**config.mk**
```make
export PLATFORM = sky130hd
export DESIGN_NAME = mem_port_arbiter
export DESIGN_NICKNAME = d
export VERILOG_FILES = /design/src/rtl/mem_port_arbiter.sv
export SDC_FILE = /design/constraint.sdc
export NUM_CORES = 1
export LEC_CHECK = 0
export BUFFER_PORTS_ARGS = -buffer_cell sky130_fd_sc_hd__buf_2
export CORE_AREA = 2 2 185 187
export DETAILED_ROUTE_END_ITERATION = 12
export DIE_AREA = 0 0 187 189
export PLACE_DENSITY = 0.35
export SETUP_SLACK_MARGIN = 0.02
export SLEW_MARGIN = 20
export SYNTH_ARGS = -nofsm -noshare
export SYNTH_HDL_FRONTEND = slang
export SYNTH_SLANG_ARGS = --single-unit
```
**constraint.sdc**
```tcl
create_clock -name clock -period 2.3 [get_ports clock]
set_input_delay 0.46 -clock clock [delete_from_list [all_inputs] [get_ports clock]]
set_output_delay 0.46 -clock clock [all_outputs]
set_load 0.03 [all_outputs]
```
**src/rtl/mem_port_arbiter.sv**
```systemverilog
// Two-requester arbiter (fetch F read-only, memory-stage D read/write) in front of one single-port 64-bit memory.
// Optional build macro: MEM_ARB_STARVE_GUARD_EN forces F through after STARVE_LIMIT contested D grants.
module mem_port_arbiter #(
  parameter int MEM_DEPTH    = 1024,
  parameter int AW           = 10,
  parameter int STARVE_LIMIT = 4
) (
  input  logic          clock,
  input  logic          reset,
  input  logic          f_req,
  input  logic [63:0]   f_addr,
  output logic          f_gnt,
  output logic          f_valid,
  output logic [63:0]   f_rdata,
  output logic          f_bad,
  input  logic          d_req,
  input  logic          d_we,
  input  logic [63:0]   d_addr,
  input  logic [63:0]   d_wdata,
  output logic          d_gnt,
  output logic          d_valid,
  output logic [63:0]   d_rdata,
  output logic          d_bad,
  output logic          m_en,
  output logic          m_we,
  output logic [AW-1:0] m_addr,
  output logic [63:0]   m_wdata,
  input  logic [63:0]   m_rdata,
  output logic          busy
);

  typedef enum logic {
    S_IDLE = 1'b0,
    S_RESP = 1'b1
  } state_t;

  localparam logic [63:0] DEPTH_W = 64'(MEM_DEPTH);
  localparam logic        OWN_F   = 1'b0;
  localparam logic        OWN_D   = 1'b1;

  state_t state_q, state_d;
  logic   owner_q, owner_d;
  logic   bad_q, bad_d;
  logic   rd_q, rd_d;

  logic   f_in_range_s, d_in_range_s;
  logic   force_f_s;
  logic   grant_f_s, grant_d_s;
  logic   resp_s;

  // Full-width compare: upper address bits must never alias into the array.
  assign f_in_range_s = (f_addr < DEPTH_W);
  assign d_in_range_s = (d_addr < DEPTH_W);

  always_comb begin
    state_d   = state_q;
    owner_d   = owner_q;
    bad_d     = bad_q;
    rd_d      = rd_q;
    grant_f_s = 1'b0;
    grant_d_s = 1'b0;
    m_en      = 1'b0;
    m_we      = 1'b0;
    m_addr    = '0;
    m_wdata   = 64'd0;
    case (state_q)
      S_IDLE: begin
        if (reset) begin
          state_d = S_IDLE;
        end else if (d_req && !(f_req && force_f_s)) begin
          grant_d_s = 1'b1;
          state_d   = S_RESP;
          owner_d   = OWN_D;
          bad_d     = !d_in_range_s;
          rd_d      = d_in_range_s && !d_we;
          if (d_in_range_s) begin
            m_en    = 1'b1;
            m_we    = d_we;
            m_addr  = d_addr[AW-1:0];
            m_wdata = d_wdata;
          end else begin
            m_en    = 1'b0;
          end
        end else if (f_req) begin
          grant_f_s = 1'b1;
          state_d   = S_RESP;
          owner_d   = OWN_F;
          bad_d     = !f_in_range_s;
          rd_d      = f_in_range_s;
          if (f_in_range_s) begin
            m_en   = 1'b1;
            m_addr = f_addr[AW-1:0];
          end else begin
            m_en   = 1'b0;
          end
        end else begin
          state_d = S_IDLE;
        end
      end
      S_RESP: begin
        state_d = S_IDLE;
      end
      default: begin
        state_d = S_IDLE;
      end
    endcase
  end

  always_ff @(posedge clock) begin
    if (reset) begin
      state_q <= S_IDLE;
      owner_q <= OWN_F;
      bad_q   <= 1'b0;
      rd_q    <= 1'b0;
    end else begin
      state_q <= state_d;
      owner_q <= owner_d;
      bad_q   <= bad_d;
      rd_q    <= rd_d;
    end
  end

`ifdef MEM_ARB_STARVE_GUARD_EN
  localparam int             SCW        = $clog2(STARVE_LIMIT + 1);
  localparam logic [SCW-1:0] STARVE_MAX = SCW'(STARVE_LIMIT);
  localparam logic [SCW-1:0] CNT_ONE    = SCW'(1);

  logic [SCW-1:0] starve_cnt_q, starve_cnt_d;

  assign force_f_s = (starve_cnt_q == STARVE_MAX);

  // Count D grants that leave a waiting F behind; saturate at the limit.
  always_comb begin
    starve_cnt_d = starve_cnt_q;
    if (grant_f_s) begin
      starve_cnt_d = '0;
    end else if (grant_d_s && f_req && !force_f_s) begin
      starve_cnt_d = starve_cnt_q + CNT_ONE;
    end else begin
      starve_cnt_d = starve_cnt_q;
    end
  end

  always_ff @(posedge clock) begin
    if (reset) begin
      starve_cnt_q <= '0;
    end else begin
      starve_cnt_q <= starve_cnt_d;
    end
  end
`else
  assign force_f_s = 1'b0;
`endif

  // A reset landing in RESP suppresses the response in that same cycle.
  assign resp_s  = (state_q == S_RESP) && !reset;

  assign f_gnt   = grant_f_s;
  assign d_gnt   = grant_d_s;
  assign busy    = resp_s;

  assign f_valid = resp_s && (owner_q == OWN_F);
  assign d_valid = resp_s && (owner_q == OWN_D);
  assign f_bad   = f_valid && bad_q;
  assign d_bad   = d_valid && bad_q;
  assign f_rdata = (f_valid && rd_q) ? m_rdata : 64'd0;
  assign d_rdata = (d_valid && rd_q) ? m_rdata : 64'd0;

endmodule

```
# Word level (Yosys, flattened, before mapping)
# Cells that the tools add are included.
# op_classes
n_lt_le_gt_ge	2
mux	37
bitwise_logic	2
n_reduce_logical	14
# ops
op	count
$mux W64	6
$lt A64 B11 Y1 const B	2
$mux W10	6
$mux W1	24
$logic_and A1 B1 Y1	8
$logic_not A1 Y1	4
$not A1 Y1	2
$pmux W1 S2	1
$reduce_and A2 Y1	1
$reduce_bool A2 Y1	1
# word_totals
regBits	4
input_bits	261
word_cells	59

# Depth between registers and ports, before layout
# Gate-level depths: netlist of run 1.
# depth
depth_word	6
depth_mapped	6

# Worst setup path before layout of run 1
# OpenSTA, ideal clock, no wires.
# synth_timing
path_type	input -> output
from	in d_req
to	out m_addr[0]
arrival_time_ns	2.475
required_ns	1.840
setup_slack_ns	-0.635
cell_stages	4
n_path_buf	0
cell_sequence	nor4b_1 -> nand4_1 -> nor4_1 -> a22o_1
# synth_via
elab_chain_len	3
# synth_rtl
item	line	text
start: declaration	16	input logic d_req,
$mux W10	70	end else if (d_req && !(f_req && force_f_s)) begin
$mux W10	68	if (reset) begin
$mux W10	66	case (state_q)
end: declaration	26	output logic [AW-1:0] m_addr,
# Every way passes these cells.

# Worst setup path in the final report of run 1
# layout_timing
from	in d_addr[53]
to	out m_wdata[20]
# layout_via
elab_chain_len	5
# layout_rtl
item	line	text
start: declaration	18	input logic [63:0] d_addr,
$lt A64 B11 Y1	53	assign d_in_range_s = (d_addr < DEPTH_W);
$mux W64	76	if (d_in_range_s) begin
$mux W64	70	
$mux W64	68	
$mux W64	66	
end: declaration	27	output logic [63:0] m_wdata,
# Every way passes these cells.

==> impl_metrics.json, run 1 <==
{
  "yosysTopAreaCell": "and2_1",
  "multi_input_area_sq_um": 2157,
  "max_freq_mhz": 384.6,
  "irDropWorstVdd_mv": 0.1805,
  "critPathLaunchType": "primary input",
  "hpwl_mm": 14.02,
  "die_area_sq_um": 35340,
  "synth.distinct_cells": 26,
  "firstDrtPassIters": 4,
  "hold_violations": 0,
  "r2r_cells": 4,
  "wl_mm": 18.37,
  "overflow": 0,
  "critical_path_peak_fanout": 9,
  "dpl_cell_area_sq_um": 5125,
  "maxSlewViolCount": 0,
  "cts-root-buf": "clkbuf_16",
  "vias": 4291,
  "row_count": 67,
  "drive_gt1_share_pct": 78.26,
  "powerDensity_nw_per_um2": 127.8,
  "cts_made_buffers": 3,
  "vias_per_cell": 3.419,
  "synth_flop_cell": "dfxtp_1",
  "io_pins": 472,
  "finClkSkew_ns": 0.001519,
  "synth_edf_count": 0,
  "layout_setup_ws_ns": -0.3002,
  "gp_congestion": 0.8002,
  "hold_path_startpoint": "bad_q",
  "post-route-util_pct": 20.04,
  "leakage_nw": 3.742,
  "cts.sinks": 4,
  "drc": 0,
  "yosysMostFrequentCell": "and2_1",
  "htreeDepth": 1,
  "rsz0062_at_grt": "yes",
  "crit_required_ns": 1.84,
  "synth_area_per_cell_sq_um": 6.317,
  "crit_start": "d_addr[53]",
  "synthCells": 309,
  "place_ws_ns": -0.6417,
  "synth_top_area_share_pct": 41.99,
  "track_usage_pct": 8.582,
  "synth_common_cells": "and2_1 (131), and3_1 (66), nor4_1 (27)",
  "critPathKind": "primary input to primary output",
  "critPathArrivalTime_ns": 2.14,
  "r2r_start": "state_q",
  "synth.net_count": 570,
  "drt_first_iter_violations": 78,
  "synth_area_sq_um": 1952,
  "hold_class": "register to register",
  "fin_nets": 1068,
  "yosysWarnings": 0,
  "synth-async-reset-ratio_pct": 0,
  "grt_max_degree": 66,
  "power_uw": 852.4,
  "period_needed_ns": 2.600,
  "grt_pass1_vias": 4275,
  "avgRoutedWirePerCell_um": 14.64,
  "setup_viol": 76,
  "synth_seq_area_share_pct": 4.103,
  "max_slew_margin_pct": 77.57,
  "chipWidth_um": 187,
  "cts_buffer_depth": 2,
  "cp-end-kind": "primary output",
  "portBuffers": 471,
  "finalCritPeriodShare_pct": 113.1,
  "tightest_slew_ns": 0.3336,
  "status": "finished with violations",
  "fp.coreArea_sq_um": 33280,
  "fillers": 3734,
  "clock_latency_ns": 0.22,
  "start_util_pct": 5.865,
  "area_delta_synth_final_pct": 241.7,
  "ant_nets": 0,
  "path_clk_slew_ns": 0.03,
  "cts_tree": "done",
  "min_path_cells": 2,
  "drv_cap": 0,
  "synth-seq-cells": 4,
  "violations": "setup timing",
  "seq_area_sq_um": 80.08,
  "grt_pass1_wl_mm": 23.81,
  "synthTopCellsByArea": "and2_1 (42%), and3_1 (21%), nor4_1 (8.7%), clkbuf_1 (4.8%), dfxtp_1 (4.1%)",
  "die_h_um": 189,
  "ctsHoldBuffers": 0,
  "antenna_found_initial": 1,
  "final_cell_area_sq_um": 6669
}
-- flip-flops by register name, indices dropped and copies added, names as in the netlist --
signal / count
owner_q: 1
rd_q: 1
state_q: 1
bad_q: 1
-- cells in the final DEF (no fill, tap or decap), types with 4 or more instances in the layout --
cell type,n
and2_4,31
nor2_1,10
mux2i_1,7
nand4_1,8
buf_6,111
and3_4,8
and2_1,68
nor4_1,4
and3_1,58
nor4_4,10
and2_2,32
buf_2,321
buf_4,71
dfxtp_1,4
clkbuf_16,9
buf_12,6
nor4_2,15
-- logic make-up after synthesis --
logic type      Yosys count  synth area share [%]
simple gates            259                 82.31
mux                       7                 3.590
flops                     4                 4.103
compound gates            7                 2.628
buf+inv                  32                 7.371
-- worst paths after layout --
| kind | endpoint | slack, ns |
|---|---|---|
| setup / recovery | m_wdata[20] | -0.30 |
| hold / removal | bad_q | 0.47 |
| setup reg to reg | bad_q | 0.95 |
| hold reg to reg | bad_q | 0.47 |
-- per-layer routing --
metal	part of all wire (%)	global-route usage, %	vias up
met5	0	0	-
met3	8.0	2.206	24
li1	-	-	2066
met1	33	7.821	1902
met4	3.4	2.045	0
met2	55	18.43	299
-- what timing repair did --
item                                    in CTS  in global routing
pin swaps                                   26                  7
endpoints found under the setup margin      76                 91
setup buffers                                6                  4
gates resized for setup                    201                192
gates cloned                                 3                  7
-- stage by stage --
step,cells,TNS (ns),hold slack (ns)
finish,1255,-19.86,0.4750
global route,1254,-26.89,0.5161
CTS,1242,-19.97,0.4862
detailed placement,1230,-30.78,0.4821
global placement,1230,-31.55,0.4819
floorplan,309,-1.005,0.4344
-- cell type report --
type,instances,share of cell area [%]
Antenna cell,2,0.07505
Clock buffer,3,1.126
Inverter,3,0.1689
Multi-Input combinational cell,273,32.35
Sequential cell,4,1.201
Tap cell,448,8.405
Timing Repair Buffer,522,56.68
-- worst max-delay path: stages --
cell and delay (ns):
buf_6 0.09, nor4_4 0.26, nand4_1 0.16, buf_6 0.16, nor4_4 0.32, buf_12 0.21
clkbuf_16 0.18, and2_2 0.15, buf_6 0.13
-- report_power, final --
group / total [mW] / internal, mW / leakage, nW / switching [mW]
clock: 0.269 / 0.222 / 0.0370 / 0.0470
sequential: 0.0833 / 0.0757 / 0.0333 / 0.00765
combinational: 0.500 / 0.272 / 3.67 / 0.229
(Power assumes the default switching activity.)
==> run 2, diff against run 1 <==
- CTS_BUF_LIST: unset -> sky130_fd_sc_hd__clkbuf_4 sky130_fd_sc_hd__clkbuf_8
==> impl_metrics.json, run 2 (synthesized netlist as in run 1, its figures left out) <==
{
  "antenna_found_initial": 1,
  "dpl_cell_area_sq_um": 5125,
  "r2r_start": "state_q",
  "chipWidth_um": 187,
  "r2r_cells": 4,
  "path_clk_slew_ns": 0.03,
  "finalNonFillerCells": 1255,
  "critPathLaunchType": "primary input",
  "path_cells": "buf_6 -> nor4_4 -> nand4_1 -> buf_6 -> nor4_4 -> buf_12 -> clkbuf_16 -> and2_2 -> buf_6",
  "violations": "setup timing",
  "cts_buffer_depth": 2,
  "drc": 0,
  "fin_nets": 1068,
  "status": "finished with violations",
  "row_count": 67,
  "crit_start": "d_addr[53]",
  "drv_cap": 0,
  "dp.cells": 1230,
  "die_area_sq_um": 35340,
  "layout_setup_ws_ns": -0.3007,
  "critical_path.endpoint": "m_wdata[20]",
  "firstDrtPassIters": 4,
  "powerDensity_nw_per_um2": 109.6,
  "power_uw": 730.2,
  "cp-end-kind": "primary output",
  "critical_path_peak_fanout": 9,
  "fp.coreArea_sq_um": 33280,
  "max_slew_margin_pct": 77.57,
  "slowest_delay_ns": 0.32,
  "critPathKind": "primary input to primary output",
  "avgRoutedWirePerCell_um": 14.70,
  "crit_slowest_cell": "nor4_4",
  "overflow": 0,
  "setup_viol": 76,
  "irDropWorstVdd_mv": 0.1739,
  "cts-root-buf": "clkbuf_8",
  "hold_class": "register to register",
  "crit_required_ns": 1.84,
  "vias": 4282,
  "finClkSkew_ns": 0.002273,
  "post-route-util_pct": 20.03,
  "tightest_slew_ns": 0.3336,
  "clock_latency_ns": 0.22,
  "track_usage_pct": 8.602,
  "maxSlewViolCount": 0,
  "start_util_pct": 5.865,
  "final_cell_mix": "buf_2 (322), buf_6 (117), and2_1 (68)",
  "cts.sinks": 4,
  "io_pins": 472,
  "hold_violations": 0,
  "cts_tree": "done",
  "fillers": 3736,
  "portBuffers": 471,
  "gp_congestion": 0.8002,
  "hpwl_mm": 14.02,
  "r2r_slack_ns": 0.96,
  "wl_mm": 18.45,
  "cpMostUsedCell": "buf_6",
  "grt_pass1_wl_mm": 23.87,
  "grt_max_degree": 66,
  "critPathArrivalTime_ns": 2.14,
  "cts_made_buffers": 3,
  "timing.rr.end": "bad_q",
  "period_needed_ns": 2.601,
  "leakage_nw": 3.727,
  "vias_per_cell": 3.412,
  "finalCritPeriodShare_pct": 113.1,
  "area_delta_synth_final_pct": 241.5,
  "final_common_cell": "buf_2",
  "ctsHoldBuffers": 0,
  "final_cell_area_sq_um": 6665,
  "grt_pass1_vias": 4293,
  "die_h_um": 189,
  "htreeDepth": 1,
  "drt_first_iter_violations": 77,
  "rsz0062_at_grt": "yes",
  "max_freq_mhz": 384.5,
  "drive_gt1_share_pct": 78.51,
  "ant_nets": 0
}
-- run 2: changes by cell type in the layout (fill, tap and decap cells not counted) --
cell       before  now
buf_4          71   64
buf_6         111  117
clkbuf_16       9    6
clkbuf_8        0    3
and3_1         58   56
and3_4          8   10
buf_2         321  322
-- run 2: layout make-up --
class | count | area (sq um) | share of cell area [%]
antenna | 2 | 5.005 | 0.07509
sequential | 4 | 80.08 | 1.201
clock buffer | 3 | 41.29 | 0.6195
timing repair buffer | 522 | 3800 | 57.01
inverter | 3 | 11.26 | 0.1690
multi-input combinational | 273 | 2167 | 32.51
tap | 448 | 560.5 | 8.410
-- run 2: where the power goes --
part,internal (mW),leakage [nW],switching [mW]
Combinational,0.273,3.67,0.229
Sequential,0.0757,0.0333,0.00755
Clock,0.111,0.0216,0.0341
Total,0.460,3.73,0.270
-- run 2: worst min path at each step --
stage                     start  endpoint  depth (start not counted)  slack, ns
after global placement    bad_q     bad_q                          2       0.48
after floorplan           bad_q     bad_q                          2       0.43
after CTS                 bad_q     bad_q                          2       0.49
final                     bad_q     bad_q                          2       0.47
after detailed placement  bad_q     bad_q                          2       0.48
after global routing      bad_q     bad_q                          2       0.52
-- run 2: per-layer routing --
metal	part of all wire, %	vias up	GRT usage (%)
met5	0	-	0
met4	3.2	0	2.045
met3	8.0	20	2.206
met2	55	298	18.50
met1	33	1899	7.821
li1	-	2065	-
-- run 2: worst max-delay path, delay by kind of cell --
family,cells,cell delay [ns]
and+or+nand+nor,4,0.89
buffers and inverters,5,0.77
-- run 2: what timing repair did --
action,in CTS,in global routing
endpoints found under the setup margin,76,94
gates resized for setup,201,198
pin swaps,26,7
buffers inserted,6,4
gates cloned,3,7
-- run 2: stage by stage --
step / TNS [ns] / setup WS (ns) / hold WS, ns
3_5_place_dp: -30.78 / -0.6417 / 0.4821
3_3_place_gp: -31.55 / -0.6662 / 0.4819
6_report: -19.87 / -0.3007 / 0.4744
4_1_cts: -19.97 / -0.2946 / 0.4866
2_1_floorplan: -1.005 / -0.1436 / 0.4344
5_1_grt: -26.90 / -0.3802 / 0.5168
==> run 3, diff against run 2 <==
- ABC_AREA: unset -> 1
- BUFFER_PORTS_ARGS: -buffer_cell sky130_fd_sc_hd__buf_2 -> -buffer_cell sky130_fd_sc_hd__clkbuf_2
- CORE_AREA: 2 2 185 187 -> 2 2 184 186
- DIE_AREA: 0 0 187 189 -> 0 0 186 188
- PLACE_DENSITY: 0.35 -> 0.36
==> impl_metrics.json, run 3 <==
{
  "synth_top_family_by_area": "simple AND/OR/NAND/NOR gates",
  "synthCells": 532,
  "max_freq_mhz": 445.8,
  "synth.distinct_cells": 22,
  "grt_pass1_vias": 4200,
  "synth_top_area_share_pct": 39.47,
  "final_common_cell": "clkbuf_2",
  "power_uw": 757.3,
  "row_count": 67,
  "clock_latency_ns": 0.21,
  "grt_pass1_wl_mm": 21.33,
  "synthTopCellsByArea": "nor2_1 (39%), nand2_1 (18%), inv_1 (12%), buf_6 (8.1%), nor2_2 (7.2%)",
  "firstDrtPassIters": 4,
  "die_h_um": 188,
  "fp.coreArea_sq_um": 33110,
  "hold_violations": 0,
  "ant_nets": 0,
  "setup_viol": 0,
  "dp.cells": 1457,
  "wl_mm": 16.20,
  "synth_edf_count": 0,
  "grt_max_degree": 66,
  "maxSlewViolCount": 0,
  "r2r_start": "state_q",
  "drive_gt1_share_pct": 56.74,
  "overflow": 0,
  "cts.sinks": 4,
  "synthMuxAreaShare_pct": 0,
  "r2r_cells": 6,
  "tightest_slew_ns": 0.2862,
  "die_area_sq_um": 34970,
  "synth_area_sq_um": 2359,
  "max_slew_margin_pct": 80.90,
  "fillers": 3874,
  "drv_cap": 0,
  "synth.net_count": 793,
  "yosysTopAreaCell": "nor2_1",
  "htreeDepth": 1,
  "min_path_cells": 4,
  "finClkSkew_ns": 0.001370,
  "cts_buffer_depth": 2,
  "synth-compound-area-share_pct": 3.448,
  "cts-root-buf": "clkbuf_8",
  "leakage_nw": 3.472,
  "synth-async-reset-ratio_pct": 0,
  "vias_per_cell": 3.290,
  "rsz0062_at_grt": "yes",
  "antenna_found_initial": 0,
  "layout_setup_ws_ns": 0.05665,
  "hpwl_mm": 13.59,
  "start_util_pct": 7.123,
  "synth_flop_cell": "dfxtp_1",
  "synth_xor_area_share_pct": 0,
  "hold_class": "register to register",
  "crit_required_ns": 1.84,
  "synth_area_per_cell_sq_um": 4.433,
  "hold_path_startpoint": "bad_q",
  "status": "finished, final reports clean",
  "synth-seq-cells": 4,
  "timing.rr.end": "owner_q",
  "drc": 0,
  "r2r_slack_ns": 1.34,
  "chipWidth_um": 186,
  "critical_path_peak_fanout": 8,
  "yosysMostFrequentCell": "nor2_1",
  "area_delta_synth_final_pct": 145.9,
  "synth_common_cells": "nor2_1 (248), nand2_1 (113), inv_1 (74)",
  "period_needed_ns": 2.243,
  "portBuffers": 471,
  "track_usage_pct": 7.828,
  "synth_seq_area_share_pct": 3.395,
  "vias": 4820,
  "cts_made_buffers": 3,
  "yosysWarnings": 0,
  "final_cell_mix": "clkbuf_2 (387), nor2_1 (235), nand2_1 (112)",
  "finalCritPeriodShare_pct": 97.54,
  "critPathLaunchType": "primary input",
  "io_pins": 472,
  "hold_end": "bad_q",
  "critPathArrivalTime_ns": 1.78,
  "drt_first_iter_violations": 182,
  "avgRoutedWirePerCell_um": 11.06,
  "cp-end-kind": "primary output",
  "path_clk_slew_ns": 0.03,
  "irDropWorstVdd_mv": 0.1276,
  "finalNonFillerCells": 1465,
  "cts_tree": "done",
  "powerDensity_nw_per_um2": 130.6,
  "place_ws_ns": -0.03913,
  "synthAdderAreaFrac_pct": 0,
  "fin_nets": 1280,
  "gp_congestion": 0.7668,
  "synthSimpleGateAreaFrac_pct": 70.29,
  "antenna_cells": 0,
  "critPathKind": "primary input to primary output"
}
[run 3: cell families after synthesis]
group	Yosys count
compound gates	13
buf+inv	107
flops	4
simple gates	408
[run 3: final cells by class]
| cell class | instances | area (sq um) | area share [%] |
|---|---|---|---|
| timing repair buffer | 510 | 2974 | 51.28 |
| multi-input combinational | 421 | 1846 | 31.82 |
| clock buffer | 3 | 41.29 | 0.7120 |
| inverter | 79 | 296.5 | 5.113 |
| tap | 448 | 560.5 | 9.666 |
| sequential | 4 | 81.33 | 1.402 |
[run 3: worst max path at each step]
stage | endpoint | slack, ns | cells after the start | from
after floorplan | f_rdata[10] | 0.07 | 7 | state_q
after global placement | m_wdata[23] | -0.03 | 10 | d_addr[60]
after detailed placement | m_addr[1] | -0.04 | 11 | d_addr[45]
after CTS | m_addr[1] | 0.02 | 11 | d_addr[45]
after global routing | m_addr[6] | -0.11 | 11 | d_addr[42]
final | m_addr[6] | 0.06 | 11 | d_addr[42]
[run 3: power by group]
part,switching (mW),total (mW),internal [mW]
registers,0.00581,0.0819,0.0760
clock network,0.0335,0.145,0.111
logic,0.273,0.531,0.258
total,0.312,0.757,0.446
[run 3: stage by stage]
stage,instance area (sq um),hold slack (ns),util [%],TNS [ns]
6_report,5799,0.5763,17.51,0
5_1_grt,5799,0.6217,17.51,-1.235
4_1_cts,5428,0.5807,16.39,0
3_5_place_dp,5344,0.5744,16.14,-0.2109
3_3_place_gp,5344,0.5859,16.14,-0.2642
2_1_floorplan,2359,0.5279,-,0
[run 3: repair_timing]
action,4_1_cts,5_1_grt
buffers inserted,0,2
endpoints found under the setup margin,22,166
pin swaps,0,12
gates cloned,0,3
hold buffers,0,0
resized for setup,12,233
[run 3: per-layer routing]
layer,up-vias,GRT usage [%],wire (um)
li1,2498,-,-
met1,2056,7.885,5970
met2,252,16.74,8943
met3,14,0.7380,1105
met4,0,1.514,184
met5,-,0,0
[run 3: worst max-delay path, cell delays in order]
cell and delay [ns]:
clkbuf_2 0.08, nor2_1 0.10, nand2_1 0.07, nor2_2 0.13, nand2_2 0.08, nor2_4 0.15, nand2_4 0.11, nand2_4 0.13
nand3_4 0.15, a21oi_2 0.17, buf_6 0.15
